--- src/rtl/cpu_sequencer.sv ---
// Four-phase instruction sequencer: IDLE -> DECODE -> EXECUTE -> WRITEBACK, with a HALT opcode.
// Optional macro CPU_SEQ_JUMP_EN turns opcode 7 into a JUMP to {0, IR[7:0]}.
module cpu_sequencer (
  input  logic       CLK,
  input  logic       RESET,
  input  logic       instr_valid,
  input  logic [8:0] instr_data,
  input  logic       resume,
  output logic       instr_ready,
  output logic [8:0] pc,
  output logic       reg_write,
  output logic [2:0] alu_op,
  output logic       is_add,
  output logic       is_imm,
  output logic [2:0] dest_addr,
  output logic [2:0] src1_addr,
  output logic [2:0] src2_addr,
  output logic [7:0] imm_val,
  output logic       halted
);

  typedef enum logic [2:0] {IDLE, DECODE, EXECUTE, WRITEBACK, HALT} state_t;

  state_t     state, state_next;
  logic [8:0] ir;
  logic [3:0] opcode;
  logic       accept;
  logic [2:0] dec_alu_op;
  logic       dec_is_add;
  logic       dec_is_imm;

  assign opcode = ir[4:1];
  assign accept = (state == IDLE) && instr_valid;

  // Register-address and immediate fields only change when a new IR is latched
  assign src1_addr = {1'b0, ir[8:7]};
  assign dest_addr = {1'b0, ir[6:5]};
  assign src2_addr = {1'b0, ir[1:0]};
  assign imm_val   = ir[7:0];

  assign instr_ready = (state == IDLE) && RESET;
  assign halted      = (state == HALT);
  assign reg_write   = (state == WRITEBACK) && (opcode <= 4'd5);

  always_comb begin
    dec_alu_op = 3'b000;
    dec_is_add = 1'b1;
    dec_is_imm = 1'b0;
    case (instr_data[4:1])
      4'd0: dec_is_imm = 1'b1;
      4'd2: dec_alu_op = 3'b001;
      4'd3: begin
        dec_alu_op = 3'b001;
        dec_is_add = 1'b0;
      end
      4'd4: dec_alu_op = 3'b010;
      4'd5: dec_alu_op = 3'b011;
      default: ;
    endcase
  end

  always_comb begin
    state_next = state;
    case (state)
      IDLE:      if (instr_valid) state_next = DECODE;
      DECODE:    state_next = EXECUTE;
      EXECUTE:   state_next = WRITEBACK;
      WRITEBACK: state_next = (opcode == 4'd6) ? HALT : IDLE;
      HALT:      if (resume) state_next = IDLE;
      default:   state_next = IDLE;
    endcase
  end

  always_ff @(posedge CLK) begin
    if (!RESET) begin
      state  <= IDLE;
      ir     <= 9'd0;
      pc     <= 9'd0;
      alu_op <= 3'b000;
      is_add <= 1'b0;
      is_imm <= 1'b0;
    end else begin
      state <= state_next;
      if (accept) begin
        ir     <= instr_data;
        alu_op <= dec_alu_op;
        is_add <= dec_is_add;
        is_imm <= dec_is_imm;
      end
      // pc moves once per instruction, as WRITEBACK is left; 9-bit add wraps 508 to 0
      if (state == WRITEBACK) begin
`ifdef CPU_SEQ_JUMP_EN
        pc <= (opcode == 4'd7) ? {1'b0, ir[7:0]} : pc + 9'd4;
`else
        pc <= pc + 9'd4;
`endif
      end
    end
  end

endmodule

--- config.mk ---
export PLATFORM = sky130hd
export DESIGN_NAME = cpu_sequencer
export DESIGN_NICKNAME = d
export VERILOG_FILES = /design/src/rtl/cpu_sequencer.sv
export SDC_FILE = /design/constraint.sdc
export NUM_CORES = 1
export LEC_CHECK = 0
export BUFFER_PORTS_ARGS = -buffer_cell sky130_fd_sc_hd__buf_2
export CORE_ASPECT_RATIO = 0.75
export CORE_MARGIN = 2
export CORE_UTILIZATION = 41
export DETAILED_ROUTE_END_ITERATION = 10
export HOLD_SLACK_MARGIN = 0.1
export PLACE_DENSITY = 0.73
export REMOVE_ABC_BUFFERS = 1
export SLEW_MARGIN = 20
export SYNTH_ARGS = -nofsm -noshare
export SYNTH_HDL_FRONTEND = slang
export SYNTH_SLANG_ARGS = --single-unit
--- constraint.sdc ---
create_clock -name CLK -period 1.4 [get_ports CLK]
set_clock_uncertainty 0.05 [all_clocks]
set_input_delay 0.14 -clock CLK [delete_from_list [all_inputs] [get_ports CLK]]
set_output_delay 0.14 -clock CLK [all_outputs]
set_load 0.02 [all_outputs]
==> run_results.csv <==
group,metric,value,unit
cts,cts_tree,"built",
final_layout,final-seq-area,469.2,sq um
hold_path,min-delay-start,"instr_valid",
critical_path,startpoint_type,"register",
synth,synth_cell_types,32,
critical_path,slowest_delay,0.35,ns
cts,clk_path_buf_depth,2,
grt,grt_pass1_vias,1039,
critical_path,cp_top_family,"simple AND/OR/NAND/NOR gates",
hold_path,hold_class,"input pin to register",
critical_path,r2r-start,"state[2]$_SDFFE_PN0P_",
run_status,violations,"negative setup slack",
route,vias_per_cell,4.832,
route,drtIter0Drc,60,
die,start_util,0.4248,
critical_path,crit_slowest_cell,"dfxtp_2",
die,die_x,63.50,um
final_layout,post-route-util,0.6553,
synth,yosysWarnings,0,
sta,hold_violations,0,
grt,overflow,0,
run,max_cap_violations,0,
route,drcViolationCount,0,
sta,grt_setup_unrepaired,"yes",
critical_path,critPathCaptureType,"output port",
die,io_pins,47,
synth,ys_ff_latch,23,
die,dieArea,3087,sq um
hold_path,hold_end,"alu_op[1]$_SDFFE_PN0P_",
sta,setup_violations,15,
route,wl_per_cell,12.25,um
power_and_ir_drop,p_leak,0.0007852,uW
cts,clkTransAtPathRegs,0.12,ns
power_and_ir_drop,peakVddDrop,0.5692,mV
grt,grt_pass1_wl,4.629,mm
final_layout,fin_nets,205,
hold_path,holdPathStages,4,
cts,root_buffer,"clkbuf_4",
sta,fin_ws,-0.1512,ns
final_layout,antenna_cells,0,
critical_path,reg2reg_to,"ir[0]$_SDFFE_PN0P_",
critical_path,r2r_slack,-0.07,ns
final_layout,syn_to_final_growth,54.25,%
die,core_area,2562,sq um
synth,synth.area.top_cells,"dfxtp_1, nand2_1, buf_4",
synth,syn_area,1089,sq um
critical_path,path_buf_inv,2,
synth,yosysSeqAreaShare,0.4230,
die,dieHeight,48.63,um
cts,cts_buffers,3,
synth,yosys.area.top_type,"dfxtp_1",
critical_path,cp.depth,4,
route,ant_nets,0,
synth,syn_inst,125,
sta,drv_slew,0,
grt,grt.total_usage,0.1908,
critical_path,crit_required,1.21,ns
final_layout,final_common_cell,"buf_2",
critical_path,r2r_cells,5,
route,routed_wl,2.769,mm
placement,hpwlAfterDp,1.934,mm
critical_path,crit_fanout,5,
critical_path,critPathLaunch,"state[2]$_SDFFE_PN0P_",
cts,cts_htree_levels,1,
final_layout,multiInputGateArea,619.3,sq um
placement,gp_congestion,0.8468,
route,vias,1092,
final_layout,drive_above_1_share,0.5368,
cts,clock_sinks,23,
sta,timing.hold.ws,0.2337,ns
cts,worstSkewPairLatency,0.30,ns
grt,antenna_found_initial,0,
final_layout,fillers,235,
critical_path,cp_data_arrival_time,1.36,ns
sta,fin_crit,1.551,ns
run_status,status,"complete, but fails checks",
synth,yosysTopAreaCellShare,0.4230,
sta,max_freq,644.7,MHz
synth,avgSynthCellArea,8.708,sq um
final_layout,final_cell_mix,"buf_2, dfxtp_1, buf_4",
power_and_ir_drop,powerDensity,832.5,nW/um^2
critical_path,crit_chain,"buf_6 > nand3b_1 > nor3b_2 > buf_4",
grt,grt_max_degree,14,
route,first_pass_iters,4,
die,num_rows,16,
placement,portBuffers,40,
sta,finalCritPeriodShare,1.108,
critical_path,critical_path_class,"register to output port",
==> cells in the mapped netlist (all sizes together) <==
cell type	n
o31ai	1
buf	15
nand2	24
nor3b	2
or4	2
nand3	2
nor3	3
nand2b	2
nand3b	2
o211a	1
nand4	2
dfxtp	23
nand4b	2
nor2	8
or3	3
mux2i	1
xnor2	1
inv	2
ha	1
a21oi	16
clkbuf	2
o21ai	4
xor2	2
a32o	1
nor4b	1
conb	1
or4b	1
==> final cells by class <==
type                       instances  area share
multi-input combinational         88      0.3689
timing repair buffer              73      0.3048
sequential                        23      0.2794
tap                               36     0.02683
clock buffer                       4     0.01565
inverter                           2    0.004471
==> repair_timing <==
| item | 4_1_cts | 5_1_grt |
|---|---|---|
| cloned | 0 | 0 |
| hold buffers | 12 | 0 |
| resized for setup | 26 | 20 |
| endpoints found under the setup margin | 20 | 20 |
| setup buffers | 6 | 0 |
| pin swaps | 10 | 15 |
| hold endpoints to repair | 14 | 0 |
==> routing by layer <==
layer  up-vias  GRT usage  wire (um)
li1        539          -          -
met1       501     0.2359       1199
met2        46     0.3175       1334
met3         6    0.05116        183
met4         0    0.07246         52
met5         -          0          0
==> cell families (layout without fill, tap and decap cells) <==
| group | Yosys count | after routing | share of synthesized area |
|---|---|---|---|
| DFF | 23 | 23 | 0.4230 |
| muxes | 1 | 1 | 0.009196 |
| AOI/OAI and AO/OA | 23 | 23 | 0.1172 |
| and+or+nand+nor | 54 | 54 | 0.2862 |
| adders and majority gates | 1 | 1 | 0.01149 |
| buffers and inverters | 19 | 79 | 0.1253 |
| xor gates and xnor gates | 3 | 3 | 0.02414 |
| other | 1 | 6 | 0.003445 |
==> tightest hold or removal path: cells and delay by family <==
| kind | cells | cell delay [ns] |
|---|---|---|
| compound gates | 1 | 0.06 |
| buf+inv | 1 | 0.12 |
| simple gates | 2 | 0.25 |
==> worst max path at each step <==
| stage | endpoint | slack, ns |
|---|---|---|
| after CTS | reg_write | -0.14 |
| after detailed placement | ir[7]$_SDFFE_PN0P_ | -0.05 |
| after global placement | ir[3]$_SDFFE_PN0P_ | -0.003 |
| after global routing | reg_write | -0.23 |
| final | reg_write | -0.15 |
| after floorplan | pc[8]$_SDFFE_PN0N_ | -0.09 |
==> metrics by stage <==
| step | setup WS [ns] | TNS [ns] | instance area [sq um] | power [uW] | cells |
|---|---|---|---|---|---|
| after CTS | -0.1423 | -0.5066 | 1613 | 1384 | 226 |
| after global routing | -0.2260 | -1.760 | 1679 | 1480 | 226 |
| final | -0.1512 | -0.8503 | 1679 | 1398 | 226 |
| after global placement | -0.002680 | -0.002680 | 1336 | 1012 | 204 |
| after floorplan | -0.08917 | -0.2574 | 978.4 | 888.2 | 113 |
| after detailed placement | -0.04583 | -0.2924 | 1336 | 1020 | 204 |
==> report_power, final <==
part | switching (uW) | internal [uW] | leakage [uW] | total, uW
combinational | 208 | 169 | 0.000580 | 377
clock | 192 | 111 | 0.0000150 | 303
sequential | 30.3 | 688 | 0.000190 | 718
total | 430 | 968 | 0.000785 | 1400
==> flip-flops by register name, summed over array words and instances, names as in the netlist <==
register	cells
alu_op	2
state	3
is_add	1
is_imm	1
ir	9
pc	7
Note: power is estimated with default switching activity, not from simulation.
